### src/rtl/fft4_stream.sv
// Streaming 4-point FFT/IFFT: frames of four complex samples pass a collector,
// two butterfly stages and a scaled/saturated output buffer, one sample per cycle.
module fft4_stream #(
    parameter int DW    = 16,
    parameter int SCALE = 1
) (
    input  logic                 clk,
    input  logic                 rst,
    input  logic                 ce,
    input  logic                 in_valid,
    output logic                 in_ready,
    input  logic signed [DW-1:0] in_re,
    input  logic signed [DW-1:0] in_im,
    input  logic                 inv,
    output logic                 out_valid,
    input  logic                 out_ready,
    output logic signed [DW-1:0] out_re,
    output logic signed [DW-1:0] out_im,
    output logic [1:0]           out_idx,
    output logic                 out_ovf
);

    localparam int W1 = DW + 1;
    localparam int W2 = DW + 2;
    localparam int W3 = DW + 3;

    localparam logic signed [W3-1:0] TWO  = W3'(2);
    localparam logic signed [W3-1:0] MAXV = {4'b0000, {(DW-1){1'b1}}};
    localparam logic signed [W3-1:0] MINV = ~MAXV;

    function automatic logic signed [W1-1:0] ext1(input logic signed [DW-1:0] v);
        return {v[DW-1], v};
    endfunction

    function automatic logic signed [W2-1:0] ext2(input logic signed [W1-1:0] v);
        return {v[W1-1], v};
    endfunction

    // Round-half-up divide by 4 when scaling, otherwise pass through widened.
    function automatic logic signed [W3-1:0] round_x(input logic signed [W2-1:0] x);
        logic signed [W3-1:0] t;
        t = {x[W2-1], x};
        if (SCALE != 0) begin
            t = (t + TWO) >>> 2;
        end
        return t;
    endfunction

    // Returns {clipped, value}.
    function automatic logic [DW:0] sat_dw(input logic signed [W3-1:0] t);
        if (t > MAXV) begin
            return {1'b1, MAXV[DW-1:0]};
        end else if (t < MINV) begin
            return {1'b1, MINV[DW-1:0]};
        end
        return {1'b0, t[DW-1:0]};
    endfunction

    logic [1:0]           cnt_p0;
    logic                 vld_p0, vld_p1, vld_p2;
    logic signed [DW-1:0] re_p0 [4];
    logic signed [DW-1:0] im_p0 [4];
    logic                 inv_p0;

    logic signed [W1-1:0] a_re_p1, a_im_p1, b_re_p1, b_im_p1;
    logic signed [W1-1:0] c_re_p1, c_im_p1, d_re_p1, d_im_p1;
    logic                 inv_p1;

    logic signed [W2-1:0] x_re_p2 [4];
    logic signed [W2-1:0] x_im_p2 [4];

    logic signed [DW-1:0] re_p3 [4];
    logic signed [DW-1:0] im_p3 [4];
    logic [3:0]           ovf_p3;

    logic [DW:0]          sat_re [4];
    logic [DW:0]          sat_im [4];

    logic ob_free, mv_p0, mv_p1, mv_p2, accept;

    // A stage advances when the slot below is empty or empties on this edge.
    assign ob_free  = !out_valid || (out_ready && out_idx == 2'd3);
    assign mv_p2    = vld_p2 && ob_free;
    assign mv_p1    = vld_p1 && (!vld_p2 || mv_p2);
    assign mv_p0    = vld_p0 && (!vld_p1 || mv_p1);
    assign in_ready = rst || !vld_p0 || mv_p0;
    assign accept   = in_valid && in_ready && !rst;

    always_comb begin
        for (int k = 0; k < 4; k++) begin
            sat_re[k] = sat_dw(round_x(x_re_p2[k]));
            sat_im[k] = sat_dw(round_x(x_im_p2[k]));
        end
    end

    always_ff @(posedge clk) begin
        if (rst) begin
            cnt_p0    <= 2'd0;
            vld_p0    <= 1'b0;
            vld_p1    <= 1'b0;
            vld_p2    <= 1'b0;
            out_valid <= 1'b0;
            out_re    <= '0;
            out_im    <= '0;
            out_idx   <= 2'd0;
            out_ovf   <= 1'b0;
        end else if (ce) begin
            if (accept) begin
                cnt_p0 <= cnt_p0 + 2'd1;
            end
            vld_p0 <= (vld_p0 && !mv_p0) || (accept && cnt_p0 == 2'd3);
            vld_p1 <= mv_p0 || (vld_p1 && !mv_p1);
            vld_p2 <= mv_p1 || (vld_p2 && !mv_p2);
            if (mv_p2) begin
                out_valid <= 1'b1;
                out_idx   <= 2'd0;
                out_re    <= sat_re[0][DW-1:0];
                out_im    <= sat_im[0][DW-1:0];
                out_ovf   <= sat_re[0][DW] | sat_im[0][DW];
            end else if (out_valid && out_ready) begin
                out_valid <= (out_idx != 2'd3);
                out_idx   <= out_idx + 2'd1;
                out_re    <= re_p3[out_idx + 2'd1];
                out_im    <= im_p3[out_idx + 2'd1];
                out_ovf   <= ovf_p3[out_idx + 2'd1];
            end
        end
    end

    always_ff @(posedge clk) begin
        if (ce) begin
            // p0: collector
            if (accept) begin
                re_p0[cnt_p0] <= in_re;
                im_p0[cnt_p0] <= in_im;
                if (cnt_p0 == 2'd0) begin
                    inv_p0 <= inv;
                end
            end
            // p1: first butterfly
            if (mv_p0) begin
                a_re_p1 <= ext1(re_p0[0]) + ext1(re_p0[2]);
                a_im_p1 <= ext1(im_p0[0]) + ext1(im_p0[2]);
                b_re_p1 <= ext1(re_p0[0]) - ext1(re_p0[2]);
                b_im_p1 <= ext1(im_p0[0]) - ext1(im_p0[2]);
                c_re_p1 <= ext1(re_p0[1]) + ext1(re_p0[3]);
                c_im_p1 <= ext1(im_p0[1]) + ext1(im_p0[3]);
                d_re_p1 <= ext1(re_p0[1]) - ext1(re_p0[3]);
                d_im_p1 <= ext1(im_p0[1]) - ext1(im_p0[3]);
                inv_p1  <= inv_p0;
            end
            // p2: second butterfly; -jD = (D_im, -D_re), +jD = (-D_im, D_re)
            if (mv_p1) begin
                x_re_p2[0] <= ext2(a_re_p1) + ext2(c_re_p1);
                x_im_p2[0] <= ext2(a_im_p1) + ext2(c_im_p1);
                x_re_p2[2] <= ext2(a_re_p1) - ext2(c_re_p1);
                x_im_p2[2] <= ext2(a_im_p1) - ext2(c_im_p1);
                if (!inv_p1) begin
                    x_re_p2[1] <= ext2(b_re_p1) + ext2(d_im_p1);
                    x_im_p2[1] <= ext2(b_im_p1) - ext2(d_re_p1);
                    x_re_p2[3] <= ext2(b_re_p1) - ext2(d_im_p1);
                    x_im_p2[3] <= ext2(b_im_p1) + ext2(d_re_p1);
                end else begin
                    x_re_p2[1] <= ext2(b_re_p1) - ext2(d_im_p1);
                    x_im_p2[1] <= ext2(b_im_p1) + ext2(d_re_p1);
                    x_re_p2[3] <= ext2(b_re_p1) + ext2(d_im_p1);
                    x_im_p2[3] <= ext2(b_im_p1) - ext2(d_re_p1);
                end
            end
            // p3: output buffer, already scaled and saturated
            if (mv_p2) begin
                for (int k = 0; k < 4; k++) begin
                    re_p3[k]  <= sat_re[k][DW-1:0];
                    im_p3[k]  <= sat_im[k][DW-1:0];
                    ovf_p3[k] <= sat_re[k][DW] | sat_im[k][DW];
                end
            end
        end
    end

endmodule
### config.mk
export PLATFORM = sky130hd
export DESIGN_NAME = fft4_stream
export DESIGN_NICKNAME = d
export VERILOG_FILES = /design/src/rtl/fft4_stream.sv
export SDC_FILE = /design/constraint.sdc
export NUM_CORES = 1
export LEC_CHECK = 0
export CAP_MARGIN = 15
export CORE_ASPECT_RATIO = 0.7
export CORE_MARGIN = 2
export CORE_UTILIZATION = 30
export DETAILED_ROUTE_END_ITERATION = 10
export GPL_TIMING_DRIVEN = 1
export SLEW_MARGIN = 25
export SYNTH_ARGS = -nofsm -noshare
export SYNTH_HDL_FRONTEND = slang
export SYNTH_SLANG_ARGS = --single-unit
### constraint.sdc
create_clock -name clk -period 14.65 [get_ports clk]
set_clock_uncertainty 0.1 [all_clocks]
set_input_delay 1.465 -clock clk [delete_from_list [all_inputs] [get_ports clk]]
set_output_delay 1.465 -clock clk [all_outputs]
set_load 0.005 [all_outputs]
==> impl_results.md, run 1 <==
* Cell area after synthesis at ~34000 sq um
* Number of buffers inserted for hold repair after clock tree synthesis at 0
* Largest net degree at the start of global routing at between 80 and 90
* Setup repair after global routing missed its margin: false
* Top-level I/O count at 75
* Endpoint required time on the critical path at 13090 ps
* Final TNS setup at 0 ps
* Vias at between 20000 and 25000
* DP Worst Slack at ~9500 ps
* Worst slew slack as a fraction of its limit at 33.2%
* Worst supply voltage drop on vdd at between 0.00009 and 0.0001 V
* Most used flip-flop cell after synthesis: sky130_fd_sc_hd__edfxtp_1
* Worst-Margin Slew at between 1000 and 1500 ps
* Overflow left after global routing at 0
* Maximum clock path buffer count at 3
* Level count of the clock H-tree at 2
* Core Box Area at around 110000 sq um
* Critical path fanouts, max at 6
* CTS tree: yes
* Drc violations at 0
* Crit start category: primary input
* Net count of the mapped netlist at around 3400
* Critical path's most frequent cell: sky130_fd_sc_hd__clkdlybuf4s50_1
* Flop and latch count out of synthesis at approximately 570
* Tightest Hold Check Type: flip-flop to flip-flop
* Count of routing violations after the opening detailed-route iteration at ~2800
* Clock transition at the registers of the reported paths at 60 ps
* Least setup slack across all paths after layout at 9480 ps
* Result of the run: finished, final reports clean
* Final weighted congestion in routability-driven placement at 0.889
* Cells resized by post-CTS repair at 0
* Number of distinct library cells after synthesis at 95
* Via count normalized by instance count at ~5
* Clock sink total at 571
* Kind of end point of the critical path: output pin
* Cells traversed along the worst timing path: clkdlybuf4s50_1, a21boi_1, nand4_1, or2_2, clkdlybuf4s50_1
* Fraction of the core area covered by cells at the end of the flow at between 30% and 40%
* Total Nets Final at about 3500
* CP max stage delay at 720 ps
* Max-cap violations at 0
* Number of fillers in the final layout at between 10000 and 15000
* Antenna-violating nets left at 0
* Async SR Flop Fraction at 0%
* Y dimension of the die at approximately 290 microns
* Pwr/cell area at just under 90 nW/um^2
* Final clock period utilization by the worst path at a little over a third
* Final slew viol count at 0
* GRT Overall Usage at between 10 and 15%
* Peak clock frequency supported by timing at a little under 0.2 GHz
* Antenna violations before repair at 9
* Area of the die at 117000 sq um
* Buffer count from post-CTS setup fixing at 0
* Endpoint arrival time on the critical path at roughly 3600 ps
* Fraction of final layout cells with drive strength greater than 1 at between 6 and 7%
* Cells after DPL at 4598
* Count of buffers from port buffering at 74
* Synthesized netlist cell count at roughly 3100
* Crit path time final at slightly above 5000 ps
* Global-route wire length before repair at 133 mm
* Post-route worst hold slack at about 340 ps
* Syn. warnings at 0
* Effective utilization at floorplan at 30.3%
* Count of final hold-check violations at 0
* Number of global-route vias before repair at ~21000
* Final instance area at 38600 sq um
* Syn_area_per_cell at about 11 sq um
* Detailed placer's ending HPWL at between 60 and 70 mm
* Final Instance Count excl. Fillers at 4711
* Number of setup violations in the final report at 0
* Placement Rows at just over 100
* X dimension of the die at just over 400 microns
* Num CTS Buffers at 59
* Clock latency reported for the late side of the worst-skew pair at 640 ps
* Sequential element share of the synthesized area at 48.8%
* Placed Area at around 37000 sq um
* WL/cell at ~19 microns
* Number of enable flip-flop cells after synthesis at 530
* Leakage component of the power at around 14 nW
* Overall power consumption at 3.44 mW
* CP max stage cell: sky130_fd_sc_hd__a21boi_1
* Cell at the root of the clock tree: sky130_fd_sc_hd__clkbuf_16
* First-pass iteration count of the detailed router at 8
* Critical Setup Path Class: primary input to output pin
* Routed wire length at 88.1 mm
* Layout-stage area growth over the synthesis result at 12.4%
critical path: cells and delay by family:
kind,cells,cell delay [ps]
buf+inv,2,890
simple gates,2,520
compound gates,1,720
logic make-up (layout without fill, tap and decap cells):
group | count (synthesis) | in the layout | share of synthesized area (%)
xor+xnor | 302 | 302 | 7.71
buf+inv | 401 | 465 | 4.57
flops | 571 | 571 | 48.8
other cells | 0 | 1 | 0
fa+ha+maj | 285 | 285 | 10.7
simple gates | 841 | 841 | 11.8
compound gates | 647 | 647 | 13.0
mux | 77 | 77 | 3.46
worst paths after layout:
check                     startpoint                        to  slack, ps  cells after the start
max reg2reg  out_idx[1]$_SDFFE_PP0P_  x_im_p2[1][16]$_DFFE_PP_      10940                      9
min                 inv_p0$_DFFE_PP_          inv_p1$_DFFE_PP_        340                      0
min reg2reg         inv_p0$_DFFE_PP_          inv_p1$_DFFE_PP_        340                      0
max                        out_ready                  in_ready       9480                      5
registers in the layout (all words and copies together), names as in the netlist, 17 cells and up:
| signal | count |
|---|---|
| im_p3 | 64 |
| re_p0 | 64 |
| a_re_p1 | 17 |
| c_im_p1 | 17 |
| im_p0 | 64 |
| a_im_p1 | 17 |
| x_im_p2 | 68 |
| c_re_p1 | 17 |
| re_p3 | 64 |
| x_re_p2 | 68 |
cells in the mapped netlist (8+ instances only):
library cell | count | area [sq um]
sky130_fd_sc_hd__clkbuf_1 | 94 | 353
sky130_fd_sc_hd__buf_1 | 10 | 37.5
sky130_fd_sc_hd__xor2_1 | 103 | 902
sky130_fd_sc_hd__nand4_1 | 20 | 125
sky130_fd_sc_hd__xnor2_1 | 199 | 1740
sky130_fd_sc_hd__o21bai_1 | 36 | 270
sky130_fd_sc_hd__edfxtp_1 | 530 | 15900
sky130_fd_sc_hd__a222oi_1 | 31 | 310
sky130_fd_sc_hd__nor3_1 | 71 | 355
sky130_fd_sc_hd__mux4_2 | 33 | 743
sky130_fd_sc_hd__or2_2 | 12 | 75.1
sky130_fd_sc_hd__nand3_1 | 82 | 410
sky130_fd_sc_hd__a21o_1 | 23 | 173
sky130_fd_sc_hd__o31ai_1 | 8 | 60.1
sky130_fd_sc_hd__nand2_1 | 193 | 724
sky130_fd_sc_hd__nor2_1 | 258 | 968
sky130_fd_sc_hd__fa_1 | 16 | 320
sky130_fd_sc_hd__a21oi_1 | 180 | 901
sky130_fd_sc_hd__nor2b_1 | 47 | 294
sky130_fd_sc_hd__a31oi_1 | 18 | 113
sky130_fd_sc_hd__or3_1 | 21 | 131
sky130_fd_sc_hd__nand2b_1 | 34 | 213
sky130_fd_sc_hd__mux2i_1 | 40 | 400
sky130_fd_sc_hd__buf_2 | 20 | 100
sky130_fd_sc_hd__o31a_1 | 12 | 105
sky130_fd_sc_hd__a211oi_1 | 14 | 105
sky130_fd_sc_hd__inv_1 | 268 | 1010
sky130_fd_sc_hd__dfxtp_1 | 41 | 821
sky130_fd_sc_hd__a41oi_1 | 9 | 78.8
sky130_fd_sc_hd__nor4_1 | 9 | 56.3
sky130_fd_sc_hd__ha_1 | 269 | 3370
sky130_fd_sc_hd__a221oi_1 | 14 | 123
sky130_fd_sc_hd__and2_1 | 13 | 81.3
sky130_fd_sc_hd__o21ai_1 | 15 | 75.1
sky130_fd_sc_hd__and3_1 | 38 | 238
sky130_fd_sc_hd__o2111ai_1 | 8 | 70.1
sky130_fd_sc_hd__o21a_1 | 30 | 225
sky130_fd_sc_hd__and4_1 | 10 | 87.6
sky130_fd_sc_hd__a2111oi_0 | 9 | 78.8
sky130_fd_sc_hd__o21ai_0 | 129 | 646
cell usage in the layout (no fill, tap or decap), types with 13 or more instances in the layout:
master	n
sky130_fd_sc_hd__a222oi_1	31
sky130_fd_sc_hd__fa_1	16
sky130_fd_sc_hd__o21ai_0	129
sky130_fd_sc_hd__xor2_1	103
sky130_fd_sc_hd__nor3_1	70
sky130_fd_sc_hd__mux2i_1	40
sky130_fd_sc_hd__o21a_1	30
sky130_fd_sc_hd__nor2_1	257
sky130_fd_sc_hd__nand3_1	82
sky130_fd_sc_hd__a21o_1	23
sky130_fd_sc_hd__or3_1	21
sky130_fd_sc_hd__a211oi_1	14
sky130_fd_sc_hd__clkbuf_16	61
sky130_fd_sc_hd__dfxtp_1	40
sky130_fd_sc_hd__inv_1	268
sky130_fd_sc_hd__nand2_1	192
sky130_fd_sc_hd__ha_1	268
sky130_fd_sc_hd__clkdlybuf4s50_1	73
sky130_fd_sc_hd__o21ai_1	15
sky130_fd_sc_hd__a21oi_1	177
sky130_fd_sc_hd__o21bai_1	36
sky130_fd_sc_hd__nand4_1	20
sky130_fd_sc_hd__a221oi_1	14
sky130_fd_sc_hd__nor2b_1	47
sky130_fd_sc_hd__edfxtp_1	530
sky130_fd_sc_hd__a31oi_1	18
sky130_fd_sc_hd__mux4_2	33
sky130_fd_sc_hd__and3_1	37
sky130_fd_sc_hd__xnor2_1	199
sky130_fd_sc_hd__nand2b_1	34
sky130_fd_sc_hd__clkbuf_1	13
cell type report:
cell class	instances	area [sq um]	share of cell area, %
sequential	571	16700	43.4
multi-input combinational	2152	16100	41.7
tap	1522	1900	4.94
clock buffer	78	1630	4.23
inverter	268	1010	2.61
timing repair buffer	85	818	2.12
clock inverter	34	410	1.06
antenna	1	2.50	0.00649
where the power goes:
part           switching [mW]  leakage, nW  internal, mW
combinational          0.0416         8.12        0.0281
sequential            0.00262         5.11          1.77
clock                   0.656        0.998         0.942
layer usage:
metal | global-route usage, % | part of all wire (%)
met1 | 23.9 | 52
met2 | 19.0 | 37
met3 | 3.28 | 8.8
met4 | 3.26 | 1.7
met5 | 0 | 0.11
No activity file was read; power rests on OpenSTA's default activity.
==> run 2: changes to the inputs <==
==> constraint.sdc (replaced) <==
create_clock -name clk -period 4.39 [get_ports clk]
set_clock_uncertainty 0.1 [all_clocks]
set_input_delay 0.439 -clock clk [delete_from_list [all_inputs] [get_ports clk]]
set_output_delay 0.439 -clock clk [all_outputs]
set_load 0.005 [all_outputs]
==> run 2 against run 1 <==
Compared with the run above:
- flip-flop and latch count unchanged
- routed wire length down 1.1%
- worst setup slack worse by 8500 ps
- sequential power rose to 3.3 times the previous value
- worst hold slack worse by 21 ps
- critical endpoint unchanged
- largest cell class unchanged
- largest power group unchanged
==> impl_results.md, run 2 (same netlist as run 1, synthesis figures left out) <==
* Number of setup violations in the final report at 0 (unchanged)
* Placed Area at 36600 sq um (was 36500 sq um)
* Routed wire length at 87.1 mm (was 88.1 mm)
* Core Box Area at 113000 sq um (unchanged)
* Crit path time final at ~3400 ps
* Kind of end point of the critical path: output pin (unchanged)
* Final slew viol count at 0 (unchanged)
* Final Instance Count excl. Fillers at 4718 (was 4711)
* GRT Overall Usage at 14.7% (about the same)
* Final clock period utilization by the worst path at slightly below 80%
* CTS tree: yes (unchanged)
* Largest net degree at the start of global routing at 166 (was 86)
* Count of buffers from port buffering at 74 (unchanged)
* Leakage component of the power at 14.2 nW (about the same)
* Largest regs: x_im_p2 x68, x_re_p2 x68 (unchanged)
* Buffer count from post-CTS setup fixing at 0 (unchanged)
* Worst-Margin Slew at 1010 ps (was 1000 ps)
* Endpoint arrival time on the critical path at 2840 ps (was 3600 ps)
* X dimension of the die at 408 microns (unchanged)
* Post-route worst hold slack at 318 ps (was 338 ps)
* Critical path fanouts, max at 6 (unchanged)
* Number of buffers inserted for hold repair after clock tree synthesis at 0 (unchanged)
* Clock latency reported for the late side of the worst-skew pair at 640 ps (about the same)
* Total Nets Final at 3468 (was 3460)
* Tightest Hold Check Type: flip-flop to flip-flop (unchanged)
* Crit start category: flip-flop (was primary input)
* Area of the die at 117000 sq um (unchanged)
* Antenna violations before repair at 12 (was 9)
* Detailed placer's ending HPWL at 68.3 mm (was 67.6 mm)
* Num CTS Buffers at 60 (was 59)
* Cells resized by post-CTS repair at 0 (unchanged)
* Maximum clock path buffer count at 3 (unchanged)
* Clock transition at the registers of the reported paths at 60 ps (about the same)
* Pwr/cell area at 292 nW/um^2 (was 89.1 nW/um^2)
* Layout-stage area growth over the synthesis result at 12.5% (was 12.4%)
* DP Worst Slack at 917 ps (was 9460 ps)
* Result of the run: finished, final reports clean (unchanged)
* Least setup slack across all paths after layout at 1010 ps (was 9480 ps)
* Count of final hold-check violations at 0 (unchanged)
* Most common library cell in the layout ignoring fill and taps: sky130_fd_sc_hd__edfxtp_1 (unchanged)
* Vias at 23300 (was 23500)
* Level count of the clock H-tree at 2 (unchanged)
* Via count normalized by instance count at 4.94 (was 4.98)
* Effective utilization at floorplan at 30.3% (unchanged)
* Cell at the root of the clock tree: sky130_fd_sc_hd__clkbuf_16 (unchanged)
* Endpoint required time on the critical path at 3850 ps (was 13090 ps)
* Final weighted congestion in routability-driven placement at 0.886 (was 0.889)
* Clock sink total at 571 (unchanged)
* WL/cell at 18.5 microns (was 18.7 microns)
* Count of routing violations after the opening detailed-route iteration at 2605 (was 2801)
* Overflow left after global routing at 0 (unchanged)
* Cells after DPL at 4605 (was 4598)
* First-pass iteration count of the detailed router at 8 (unchanged)
* Peak clock frequency supported by timing at around 0.30 GHz
* Max-cap violations at 0 (unchanged)
* Placement Rows at 103 (unchanged)
* Y dimension of the die at 287 microns (unchanged)
* Worst supply voltage drop on vdd at 0.000293 V (was 0.0000968 V)
* Overall power consumption at 11.3 mW (was 3.44 mW)
* Worst slew slack as a fraction of its limit at 32.7% (was 33.2%)
* Critical Setup Path Class: flip-flop to output pin (was primary input to output pin)
* Antenna-violating nets left at 0 (unchanged)
* Setup repair after global routing missed its margin: false (unchanged)
* Fraction of final layout cells with drive strength greater than 1 at 6.51% (was 6.56%)
* Top library cells by usage in the layout, fill and taps aside: 530 x sky130_fd_sc_hd__edfxtp_1, 269 x sky130_fd_sc_hd__ha_1, 268 x sky130_fd_sc_hd__inv_1 (was 530 x sky130_fd_sc_hd__edfxtp_1, 268 x sky130_fd_sc_hd__inv_1, 268 x sky130_fd_sc_hd__ha_1)
* Fraction of the core area covered by cells at the end of the flow at 34.1% (about the same)
* Number of global-route vias before repair at 21600 (was 21300)
* Global-route wire length before repair at 134 mm (was 133 mm)
* Drc violations at 0 (unchanged)
* Final instance area at 38600 sq um (about the same)
* Top-level I/O count at 75 (unchanged)
* Final TNS setup at 0 ps (unchanged)
run 2: changes by cell type in the layout (fill, tap and decap cells not counted), moves of 2 or more:
| cell | before | now |
|---|---|---|
| sky130_fd_sc_hd__inv_4 | 3 | 0 |
| sky130_fd_sc_hd__buf_4 | 11 | 14 |
| sky130_fd_sc_hd__buf_12 | 0 | 4 |
| sky130_fd_sc_hd__clkbuf_8 | 4 | 0 |
| sky130_fd_sc_hd__clkinv_1 | 10 | 13 |
| sky130_fd_sc_hd__diode_2 | 1 | 3 |
run 2: worst max-delay path: stages (launching register included):
cell and delay (ps):
sky130_fd_sc_hd__dfxtp_2 320, sky130_fd_sc_hd__ha_1 210, sky130_fd_sc_hd__a21boi_1 680, sky130_fd_sc_hd__nand4_1 210, sky130_fd_sc_hd__or2_2 320, sky130_fd_sc_hd__clkdlybuf4s50_1 460
run 2: layer usage:
layer	global-route usage [%]	vias to the layer above	wire length, microns
li1	-	11300	-
met1	23.9	11100	46000
met2	19.7	765	33200
met3	2.76	90	6550
met4	2.71	16	1220
met5	0	-	110
run 2: area by class of cell:
| type | count | area (sq um) |
|---|---|---|
| clock inverter | 35 | 378 |
| sequential | 571 | 16700 |
| antenna | 3 | 7.51 |
| timing repair buffer | 92 | 921 |
| fill | 11200 | 74600 |
| tap | 1522 | 1900 |
| multi-input combinational | 2152 | 16100 |
| clock buffer | 75 | 1580 |
| inverter | 268 | 1010 |
run 2: final timing paths:
check | startpoint | endpoint | slack (ps) | cells after the start
max reg2reg | b_im_p1[5]$_DFFE_PP_ | x_im_p2[1][15]$_DFFE_PP_ | 1170 | 9
min | inv_p0$_DFFE_PP_ | inv_p1$_DFFE_PP_ | 320 | 0
max | out_idx[0]$_SDFFE_PP0P_ | in_ready | 1010 | 5
min reg2reg | inv_p0$_DFFE_PP_ | inv_p1$_DFFE_PP_ | 320 | 0
run 2: power by group:
group	internal (mW)	switching (mW)	leakage (nW)
Combinational	0.0942	0.137	8.17
Sequential	5.90	0.00788	5.11
Clock	3.00	2.11	0.947
Total	9.00	2.25	14.2
